[src/rtl/alu_pkg.sv]
// Shared opcode, flag and FSM types for the ALU command issuer.
// Optional feature macro: ALU_OPERAND_FWD_EN (see alu_cmd_issuer).
package alu_pkg;

    typedef enum logic [3:0] {
        ALU_ADD = 4'd0,
        ALU_SUB = 4'd1,
        ALU_NOT = 4'd2,
        ALU_AND = 4'd3,
        ALU_OR  = 4'd4,
        ALU_XOR = 4'd5,
        ALU_SRL = 4'd6,
        ALU_SLL = 4'd7,
        ALU_SRA = 4'd8,
        ALU_SLA = 4'd9
    } alu_op_e;

    localparam logic [3:0] ALU_OP_MAX = 4'd9;

    typedef struct packed {
        logic neg;
        logic zero;
        logic cout;
        logic ovf;
    } alu_flags_t;

    // Illegal ops report a zero result, so only the zero flag is set.
    localparam alu_flags_t FLAGS_ILLEGAL = 4'b0100;

    typedef enum logic [1:0] {
        IDLE,
        ISSUE,
        RESP
    } issuerState_e;

    function automatic logic isIllegalOp(logic [3:0] op);
        return op > ALU_OP_MAX;
    endfunction

endpackage

[src/rtl/alu_cmd_issuer_if.sv]
// Command, ALU and response signals of the ALU command issuer.
// Optional feature macro: ALU_OPERAND_FWD_EN adds cmd_fwd.
interface alu_cmd_issuer_if #(
    parameter int N = 8
);

    logic         cmd_valid;
    logic         cmd_ready;
    logic [N-1:0] cmd_a;
    logic [N-1:0] cmd_b;
    logic [3:0]   cmd_op;
`ifdef ALU_OPERAND_FWD_EN
    logic         cmd_fwd;
`endif

    logic [N-1:0] alu_a;
    logic [N-1:0] alu_b;
    logic [3:0]   alu_sel;
    logic [N-1:0] alu_result;
    logic         alu_neg;
    logic         alu_zero;
    logic         alu_cout;
    logic         alu_ovf;

    logic         rsp_valid;
    logic         rsp_ready;
    logic [N-1:0] rsp_result;
    logic [3:0]   rsp_flags;
    logic         rsp_err;

    modport master (
        input  cmd_valid, cmd_a, cmd_b, cmd_op,
`ifdef ALU_OPERAND_FWD_EN
        input  cmd_fwd,
`endif
        input  alu_result, alu_neg, alu_zero,
        input  alu_cout, alu_ovf,
        input  rsp_ready,
        output cmd_ready,
        output alu_a, alu_b, alu_sel,
        output rsp_valid, rsp_result,
        output rsp_flags, rsp_err
    );

    modport slave (
        output cmd_valid, cmd_a, cmd_b, cmd_op,
`ifdef ALU_OPERAND_FWD_EN
        output cmd_fwd,
`endif
        output alu_result, alu_neg, alu_zero,
        output alu_cout, alu_ovf,
        output rsp_ready,
        input  cmd_ready,
        input  alu_a, alu_b, alu_sel,
        input  rsp_valid, rsp_result,
        input  rsp_flags, rsp_err
    );

endinterface

[src/rtl/cmd_fifo.sv]
// Synchronous FIFO for issuer commands; DEPTH must be a power of two.
// Pointers wrap naturally at DEPTH; head word is always visible.
module cmd_fifo #(
    parameter int W     = 8,
    parameter int DEPTH = 4
) (
    input  logic         clk,
    input  logic         rst,
    input  logic         push,
    input  logic [W-1:0] pushData,
    input  logic         pop,
    output logic [W-1:0] popData,
    output logic         full,
    output logic         empty
);

    localparam int PW = $clog2(DEPTH);
    localparam int CW = PW + 1;

    logic [W-1:0]  mem [DEPTH];
    logic [PW-1:0] wrPtr;
    logic [PW-1:0] rdPtr;
    logic [CW-1:0] count;
    logic          doPush;
    logic          doPop;

    assign doPush  = push && !full;
    assign doPop   = pop && !empty;
    assign full    = count == CW'(DEPTH);
    assign empty   = count == '0;
    assign popData = mem[rdPtr];

    always_ff @(posedge clk) begin
        if (doPush) begin
            mem[wrPtr] <= pushData;
        end
    end

    always_ff @(posedge clk) begin
        if (rst) begin
            wrPtr <= '0;
            rdPtr <= '0;
            count <= '0;
        end else begin
            if (doPush) begin
                wrPtr <= wrPtr + PW'(1);
            end
            if (doPop) begin
                rdPtr <= rdPtr + PW'(1);
            end
            unique case ({doPush, doPop})
                2'b10:   count <= count + CW'(1);
                2'b01:   count <= count - CW'(1);
                default: count <= count;
            endcase
        end
    end

endmodule

[src/rtl/alu_cmd_issuer.sv]
// Queues ALU commands, drives the ALU from registers, returns results in order.
// Optional feature macro: ALU_OPERAND_FWD_EN (operand a from last legal result).
module alu_cmd_issuer
    import alu_pkg::*;
#(
    parameter int N     = 8,
    parameter int DEPTH = 4
) (
    input logic              clk,
    input logic              rst,
    alu_cmd_issuer_if.master bus
);

    typedef struct packed {
`ifdef ALU_OPERAND_FWD_EN
        logic         fwd;
`endif
        logic [3:0]   op;
        logic [N-1:0] b;
        logic [N-1:0] a;
    } cmdEntry_t;

    localparam int W = $bits(cmdEntry_t);

    cmdEntry_t    pushEntry;
    cmdEntry_t    head;
    logic         push;
    logic         pop;
    logic         full;
    logic         empty;

    issuerState_e state;
    issuerState_e stateNext;
    logic         capture;
    logic         retire;
    logic         rspDone;

    logic [N-1:0] aluA;
    logic [N-1:0] aluB;
    logic [3:0]   aluSel;
    logic         errQ;
    logic [N-1:0] issueA;

    logic         rspValid;
    logic [N-1:0] rspResult;
    alu_flags_t   rspFlags;
    logic         rspErr;
    alu_flags_t   aluFlags;

    assign bus.cmd_ready = !full && !rst;
    assign push          = bus.cmd_valid && bus.cmd_ready;

    always_comb begin
        pushEntry   = '0;
        pushEntry.a = bus.cmd_a;
        pushEntry.b = bus.cmd_b;
        pushEntry.op = bus.cmd_op;
`ifdef ALU_OPERAND_FWD_EN
        pushEntry.fwd = bus.cmd_fwd;
`endif
    end

    cmd_fifo #(
        .W     (W),
        .DEPTH (DEPTH)
    ) u_fifo (
        .clk      (clk),
        .rst      (rst),
        .push     (push),
        .pushData (pushEntry),
        .pop      (pop),
        .popData  (head),
        .full     (full),
        .empty    (empty)
    );

    assign rspDone = rspValid && bus.rsp_ready;

    always_ff @(posedge clk) begin
        if (rst) begin
            state <= IDLE;
        end else begin
            state <= stateNext;
        end
    end

    always_comb begin
        stateNext = state;
        unique case (1'b1)
            state == IDLE:  if (!empty) stateNext = ISSUE;
            state == ISSUE: stateNext = RESP;
            state == RESP:  if (rspDone) stateNext = empty ? IDLE : ISSUE;
            default:        stateNext = IDLE;
        endcase
    end

    // A completed handshake in RESP can launch the next queued op on the same edge.
    always_comb begin
        pop     = 1'b0;
        capture = 1'b0;
        retire  = 1'b0;
        unique case (1'b1)
            state == IDLE:  pop = !empty;
            state == ISSUE: capture = 1'b1;
            state == RESP: begin
                retire = rspDone;
                pop    = rspDone && !empty;
            end
            default: ;
        endcase
    end

`ifdef ALU_OPERAND_FWD_EN
    logic [N-1:0] lastResult;

    assign issueA = head.fwd ? lastResult : head.a;

    always_ff @(posedge clk) begin
        if (rst) begin
            lastResult <= '0;
        end else if (capture && !errQ) begin
            lastResult <= bus.alu_result;
        end
    end
`else
    assign issueA = head.a;
`endif

    always_ff @(posedge clk) begin
        if (rst) begin
            aluA   <= '0;
            aluB   <= '0;
            aluSel <= '0;
            errQ   <= 1'b0;
        end else if (pop) begin
            aluA   <= issueA;
            aluB   <= head.b;
            aluSel <= head.op;
            errQ   <= isIllegalOp(head.op);
        end
    end

    assign aluFlags = '{
        neg:  bus.alu_neg,
        zero: bus.alu_zero,
        cout: bus.alu_cout,
        ovf:  bus.alu_ovf
    };

    always_ff @(posedge clk) begin
        if (rst) begin
            rspValid  <= 1'b0;
            rspResult <= '0;
            rspFlags  <= '0;
            rspErr    <= 1'b0;
        end else if (capture) begin
            rspValid  <= 1'b1;
            rspResult <= errQ ? '0 : bus.alu_result;
            rspFlags  <= errQ ? FLAGS_ILLEGAL : aluFlags;
            rspErr    <= errQ;
        end else if (retire) begin
            rspValid  <= 1'b0;
        end
    end

    assign bus.alu_a      = aluA;
    assign bus.alu_b      = aluB;
    assign bus.alu_sel    = aluSel;
    assign bus.rsp_valid  = rspValid;
    assign bus.rsp_result = rspResult;
    assign bus.rsp_flags  = rspFlags;
    assign bus.rsp_err    = rspErr;

endmodule

[src/flat_wrapper.sv]
// flat-port wrapper written by rule: the top's interface ports become plain ports
module alu_cmd_issuer_flat import alu_pkg::*;
#(
    parameter int N     = 8,
    parameter int DEPTH = 4
)
  (clk, rst, bus_cmd_valid, bus_cmd_a, bus_cmd_b, bus_cmd_op, bus_alu_result, bus_alu_neg, bus_alu_zero, bus_alu_cout, bus_alu_ovf, bus_rsp_ready, bus_cmd_ready, bus_alu_a, bus_alu_b, bus_alu_sel, bus_rsp_valid, bus_rsp_result, bus_rsp_flags, bus_rsp_err);
  alu_cmd_issuer_if #(.N(N)) bus_i ();
  input logic clk;
  input logic rst;
  input wire logic [$bits(bus_i.cmd_valid)-1:0] bus_cmd_valid;
  input wire logic [$bits(bus_i.cmd_a)-1:0] bus_cmd_a;
  input wire logic [$bits(bus_i.cmd_b)-1:0] bus_cmd_b;
  input wire logic [$bits(bus_i.cmd_op)-1:0] bus_cmd_op;
  input wire logic [$bits(bus_i.alu_result)-1:0] bus_alu_result;
  input wire logic [$bits(bus_i.alu_neg)-1:0] bus_alu_neg;
  input wire logic [$bits(bus_i.alu_zero)-1:0] bus_alu_zero;
  input wire logic [$bits(bus_i.alu_cout)-1:0] bus_alu_cout;
  input wire logic [$bits(bus_i.alu_ovf)-1:0] bus_alu_ovf;
  input wire logic [$bits(bus_i.rsp_ready)-1:0] bus_rsp_ready;
  output wire logic [$bits(bus_i.cmd_ready)-1:0] bus_cmd_ready;
  output wire logic [$bits(bus_i.alu_a)-1:0] bus_alu_a;
  output wire logic [$bits(bus_i.alu_b)-1:0] bus_alu_b;
  output wire logic [$bits(bus_i.alu_sel)-1:0] bus_alu_sel;
  output wire logic [$bits(bus_i.rsp_valid)-1:0] bus_rsp_valid;
  output wire logic [$bits(bus_i.rsp_result)-1:0] bus_rsp_result;
  output wire logic [$bits(bus_i.rsp_flags)-1:0] bus_rsp_flags;
  output wire logic [$bits(bus_i.rsp_err)-1:0] bus_rsp_err;
  assign bus_i.cmd_valid = bus_cmd_valid;
  assign bus_i.cmd_a = bus_cmd_a;
  assign bus_i.cmd_b = bus_cmd_b;
  assign bus_i.cmd_op = bus_cmd_op;
  assign bus_i.alu_result = bus_alu_result;
  assign bus_i.alu_neg = bus_alu_neg;
  assign bus_i.alu_zero = bus_alu_zero;
  assign bus_i.alu_cout = bus_alu_cout;
  assign bus_i.alu_ovf = bus_alu_ovf;
  assign bus_i.rsp_ready = bus_rsp_ready;
  assign bus_cmd_ready = bus_i.cmd_ready;
  assign bus_alu_a = bus_i.alu_a;
  assign bus_alu_b = bus_i.alu_b;
  assign bus_alu_sel = bus_i.alu_sel;
  assign bus_rsp_valid = bus_i.rsp_valid;
  assign bus_rsp_result = bus_i.rsp_result;
  assign bus_rsp_flags = bus_i.rsp_flags;
  assign bus_rsp_err = bus_i.rsp_err;
  alu_cmd_issuer #(.N(N), .DEPTH(DEPTH)) u_core (.clk(clk), .rst(rst), .bus(bus_i));
endmodule
[config.mk]
export PLATFORM = sky130hd
export DESIGN_NAME = alu_cmd_issuer_flat
export DESIGN_NICKNAME = d
export VERILOG_FILES = /design/src/rtl/alu_pkg.sv /design/src/rtl/alu_cmd_issuer_if.sv /design/src/rtl/cmd_fifo.sv /design/src/rtl/alu_cmd_issuer.sv /design/src/flat_wrapper.sv
export SDC_FILE = /design/constraint.sdc
export NUM_CORES = 1
export LEC_CHECK = 0
export CORE_ASPECT_RATIO = 1.75
export CORE_MARGIN = 5
export CORE_UTILIZATION = 54
export CTS_CLUSTER_DIAMETER = 150
export DETAILED_ROUTE_END_ITERATION = 12
export PLACE_DENSITY = 0.83
export SYNTH_ARGS = -nofsm -noshare
export SYNTH_HDL_FRONTEND = slang
export SYNTH_SLANG_ARGS = --single-unit
export TNS_END_PERCENT = 100
[constraint.sdc]
create_clock -name clk -period 3.1 [get_ports clk]
set_input_delay 0.93 -clock clk [delete_from_list [all_inputs] [get_ports clk]]
set_output_delay 0.93 -clock clk [all_outputs]
set_load 0.1 [all_outputs]
Yosys cells after proc, flatten, opt, wreduce, memory -nomap -nowiden

Memory sizes are Yosys's and may differ from the RTL's. A register that Yosys moved wholly into a read port is not among the register bits.
Cells that the tools add are included.
W data, S select, Z words.

Memories: 1
Register bits after elaboration: 44
RAM bits: 80

Eq/ne operators: 7
$lt $le $gt $ge: 1
Reductions and logical operators: 14
Add/subtract/negate cells: 4
Multiplexer cells: 16

Memories:

| name              | words | bits a word | rd ports | clocked after memory_dff | wr ports | RTL line       | text |
|---|---|---|---|---|---|---|---|
| u_core.u_fifo.mem | 4     | 20          | 1        | 1                        | 1        | cmd_fifo.sv:20 | `logic [W-1:0] mem [DEPTH];` |

Operators by type and width:

| kind                  | count |
|---|---|
| $mux W2               | 4 |
| $mux W8               | 1 |
| $mux W1               | 7 |
| $logic_and A1 B1 Y1   | 6 |
| $pmux W2 S3           | 1 |
| $pmux W3 S2           | 1 |
| $add A2 B1 Y2 const B | 2 |
| $eq A2 B1 Y1 const B  | 2 |
| $eq A2 B2 Y1 const B  | 2 |
| $gt A4 B4 Y1 const B  | 1 |
| $mux W4               | 1 |
| $reduce_bool A2 Y1    | 2 |
| $add A3 B1 Y3 const B | 1 |
| $eq A3 B3 Y1 const B  | 1 |
| $logic_not A1 Y1      | 3 |
| $logic_not A3 Y1      | 1 |
| $sub A3 B1 Y3 const B | 1 |
| $logic_not A2 Y1      | 1 |
| $ne A2 B1 Y1 const B  | 1 |
| $ne A2 B2 Y1 const B  | 1 |
| $pmux W1 S2           | 1 |
| $reduce_and A2 Y1     | 1 |

Longest topological paths before layout

Word-level depth: 7
Depth in mapped cells: 9

By module

Synthesis repeated with hierarchy kept, for this count alone.

Cells, all modules: 310
Area, all modules: 4,939.7 µm²

By module, submodules not included:

| module         | area each (µm²) | cells each | instances | sequential area each (µm²) |
|---|---|---|---|---|
| cmd_fifo       | 3,362.0         | 158        | 1         | 2,582.5 |
| alu_cmd_issuer | 1,577.8         | 152        | 1         | 740.7 |

Least setup slack after synthesis

OpenSTA, ideal clock, no wires.

Path kind: input to output
Start point: input port rst
End point: output port bus_cmd_ready
Stages: 3
Required time: 2,170 ps
Slack: -426 ps
Buffers on the path: 2
Arrival: 2,596 ps
Cells stage by stage: clkbuf_1 > clkbuf_1 > nor2_1

Word-level cells in the longest chain between the ends: 2

RTL lines:

| what                | RTL line             | text |
|---|---|---|
| from (decl)         | flat_wrapper.sv:10   | `input logic rst;` |
| $logic_not A1 Y1    | alu_cmd_issuer.sv:50 | `assign bus.cmd_ready = !full && !rst;` |
| $logic_and A1 B1 Y1 | alu_cmd_issuer.sv:50 |  |
| to (decl)           | flat_wrapper.sv:21   | `output wire logic [$bits(bus_i.cmd_ready)-1:0] bus_cmd_ready;` |

Every way passes these cells.

Worst setup path in the final report

Same ends and word-level chain as after synthesis.

==> flow_summary_export.csv <==
group,metric,value,unit
floorplanning,die_h,136,um
clocking,numCtsBuffers,17,
worst_hold_path,holdPathEnd,"u_core.bus.rsp_result[1]",
setup_path,r2r_setup_slack,0.96,ns
setup_path,regToRegStartpoint,"u_core.u_fifo.count[2]",
global_route,met3_usage,4.53,%
global_route,grt_max_degree,37,
floorplanning,die_area,0.0111,mm^2
power_and_ir_drop,cellPowerDensity,1070,mW/mm^2
finish,drive_gt1_share,23.1,%
global_route,grt_use_total,19.4,%
synthesis,synthTopCellsByArea,"edfxtp_1, dfxtp_1, mux4_2",
route,firstDrtPassIters,4,
finish,final_nets,453,
sta,setup_slack,0.359,ns
floorplanning,initial_core_util,54.4,%
sta,slew_headroom,41.3,%
clocking,cts_tree,"yes",
sta,worstMarginPinSlew,0.879,ns
synthesis,yosysMostFrequentCell,"edfxtp_1",
sta,min_period_over_period,88.4,%
placement,gp_congestion,0.737,
setup_path,r2r.worst_path.cells,9,
global_route,grtUsageMet1,20.6,%
sta,finClkSkew,0.00608,ns
finish,nFillCells,617,
synthesis,yosys_warnings,0,
global_route,grt_pass1_vias,3215,
clocking,cts.sinks,126,
synthesis,syn-num-nets,373,
finish,fin_util,69.5,%
sta,hold_violations,0,
synthesis,synth_top_cell_area_share,49.2,%
setup_path,end_kind,"primary output",
setup_path,r2r_end,"u_core.u_fifo.count[2]",
placement,hpwlAfterDp,6520,um
setup_path,slowest_delay,0.48,ns
route,wl,10000,um
setup_path,crit_fanout,4,
synthesis,ys_seq_area_share,68.1,%
synthesis,ys_top_cells_by_count,"edfxtp_1, dfxtp_1, a21oi_1",
flow_run,cap_violations,0,
setup_path,required,2.17,ns
synthesis,synth-edff-count,80,
synthesis,synth.cell_area,0.00488,mm^2
synthesis,synth_seq_cells,126,
global_route,busiest_layer,"met2",
clocking,post_cts_resized,0,
clocking,clkLatencyLatePin,0.41,ns
worst_hold_path,hold_path.class,"flop to flop",
floorplanning,die_width,81.9,um
synthesis,synth.avg_cell_area,14.8,um^2
power_and_ir_drop,ir_drop,0.550,mV
floorplanning,ios,71,
sta,report.final.setup_viol,0,
sta,tns,0,ns
global_route,antenna_found_initial,0,
synthesis,synthFlopType,"edfxtp_1",
synthesis,synth.distinct_cells,34,
placement,port_buffers,70,
worst_hold_path,min_from,"u_core.bus.rsp_result[1]",
clocking,post-cts-setup-buffers,0,
clocking,ctsHoldBuffers,0,
setup_path,crit_path_top_delay_cell,"clkdlybuf4s50_1",
clocking,htree_num_levels,4,
worst_hold_path,hold-path-cell-count,2,
route,drt-initial-drc-count,161,
floorplanning,rows,46,
global_route,grt-ovfl-total,0,
finish,area_delta_synth_final,27.8,%
route,ant_nets,0,
floorplanning,fp.coreArea,0.00898,mm^2
run_status,status,"finished, final reports clean",
setup_path,cp.arrival,1.81,ns
finish,n_antenna_cell,0,
sta,min_period,2.74,ns
power_and_ir_drop,leakagePower,0.00222,uW
synthesis,syn-instance-count,331,
clocking,cts.clk_slew.worst_paths,0.05,ns
clocking,clockBufferDepth,2,
route,wire_per_inst,18.4,um
placement,dpl_worst_slack,0.0428,ns
setup_path,critPathKind,"input pin to primary output",
route,via_count,3139,
synthesis,synth.largest_area_cell,"edfxtp_1",
sta,rsz0062_at_grt,"false",
route,drc,0,
clocking,cts_root_buf,"clkbuf_16",
global_route,grt_pass1_wl,15800,um
setup_path,path_cells,"clkdlybuf4s50_1 -> nor2_2 -> buf_12",
power_and_ir_drop,power,6660,uW
synthesis,synth-async-reset-ratio,0,%
global_route,grt_use_met2,35.1,%
setup_path,start_kind,"input pin",
sta,max_freq,365,MHz
route,vias_per_cell,5.77,
sta,finalMaxSlewViolations,0,
## cell usage in the layout, fill, tap and decap left out, drive strengths merged
| cell type | count |
|---|---|
| nor3b | 1 |
| ha | 5 |
| a21boi | 1 |
| mux4 | 20 |
| nand4 | 21 |
| mux2 | 2 |
| dfxtp | 46 |
| clkinvlp | 2 |
| a31o | 1 |
| fa | 1 |
| bufinv | 2 |
| nor4 | 1 |
| xor2 | 2 |
| o31ai | 22 |
| nand2 | 15 |
| a21bo | 1 |
| nor2 | 7 |
| and2 | 4 |
| a311oi | 1 |
| buf | 51 |
| nor3 | 6 |
| inv | 12 |
| edfxtp | 80 |
| nor2b | 3 |
| or2 | 1 |
| clkinv | 7 |
| or4 | 2 |
| clkbuf | 18 |
| clkdlybuf4s50 | 35 |
| nand3 | 11 |
| or3 | 2 |
| nand2b | 1 |
| a21oi | 39 |
| o21ai | 1 |
## per-stage QoR
stage | area (um^2) | hold slack, ns | cells
after floorplan | 4890 | 0.446 | 331
after global placement | 5670 | 0.439 | 512
after detailed placement | 5670 | 0.447 | 512
after CTS | 6240 | 0.454 | 544
after global routing | 6240 | 0.475 | 544
final | 6240 | 0.452 | 544
## power by group
part | internal [uW] | leakage [uW] | switching, uW | total [uW]
Combinational | 695 | 0.000835 | 1860 | 2550
Sequential | 2040 | 0.00110 | 194 | 2230
Clock | 1180 | 0.000278 | 699 | 1880
Total | 3910 | 0.00222 | 2750 | 6660
## sequential cells by signal, indices dropped and copies added, names as in the netlist, named ones only
register and cells:
u_core.bus.alu_a 8, u_core.bus.alu_b 8, u_core.bus.alu_sel 4, u_core.bus.rsp_err 1
u_core.bus.rsp_flags 4, u_core.bus.rsp_result 8, u_core.bus.rsp_valid 1, u_core.errQ 1
u_core.state 2, u_core.u_fifo.count 3, u_core.u_fifo.mem 80, u_core.u_fifo.rdPtr 2
u_core.u_fifo.wrPtr 2
## area by class of cell
type	count	area, um^2	share of cell area [%]
Sequential cell	126	3320	53.3
Multi-Input combinational cell	171	1420	22.7
Timing Repair Buffer	86	746	12.0
Clock buffer	18	429	6.88
Tap cell	120	150	2.41
Clock inverter	14	143	2.29
Inverter	9	33.8	0.541
## layer usage
metal,share of wire [%],vias to the layer above
met3,5.7,14
met1,38,1543
met4,1.5,0
li1,-,1465
met5,0,-
met2,55,117
## critical path, delay by kind of cell
kind	cells	cell delay [ns]
buffers and inverters	2	0.67
and+or+nand+nor	1	0.20
## worst max path at each step
stage                       start                endpoint  slack [ns]  cells past startpoint
floorplan                     rst           bus_cmd_ready        0.03                      3
global placement    bus_rsp_ready  u_core.u_fifo.count[2]        0.11                      9
detailed placement  bus_rsp_ready  u_core.u_fifo.count[2]        0.04                      9
CTS                           rst           bus_cmd_ready        0.35                      3
global route        bus_rsp_ready  u_core.u_fifo.count[2]        0.29                      9
finish                        rst           bus_cmd_ready        0.36                      3
## cells by family (layout without fill, tap and decap cells)
group,Yosys count,in the layout,synth area share (%)
mux,22,22,10.4
flops,126,126,68.1
xor+xnor,2,2,0.359
simple gates,75,75,8.22
fa+ha+maj,6,6,1.69
buf+inv,34,127,3.10
compound gates,66,66,8.20
Note: power is estimated with default switching activity, not from simulation.
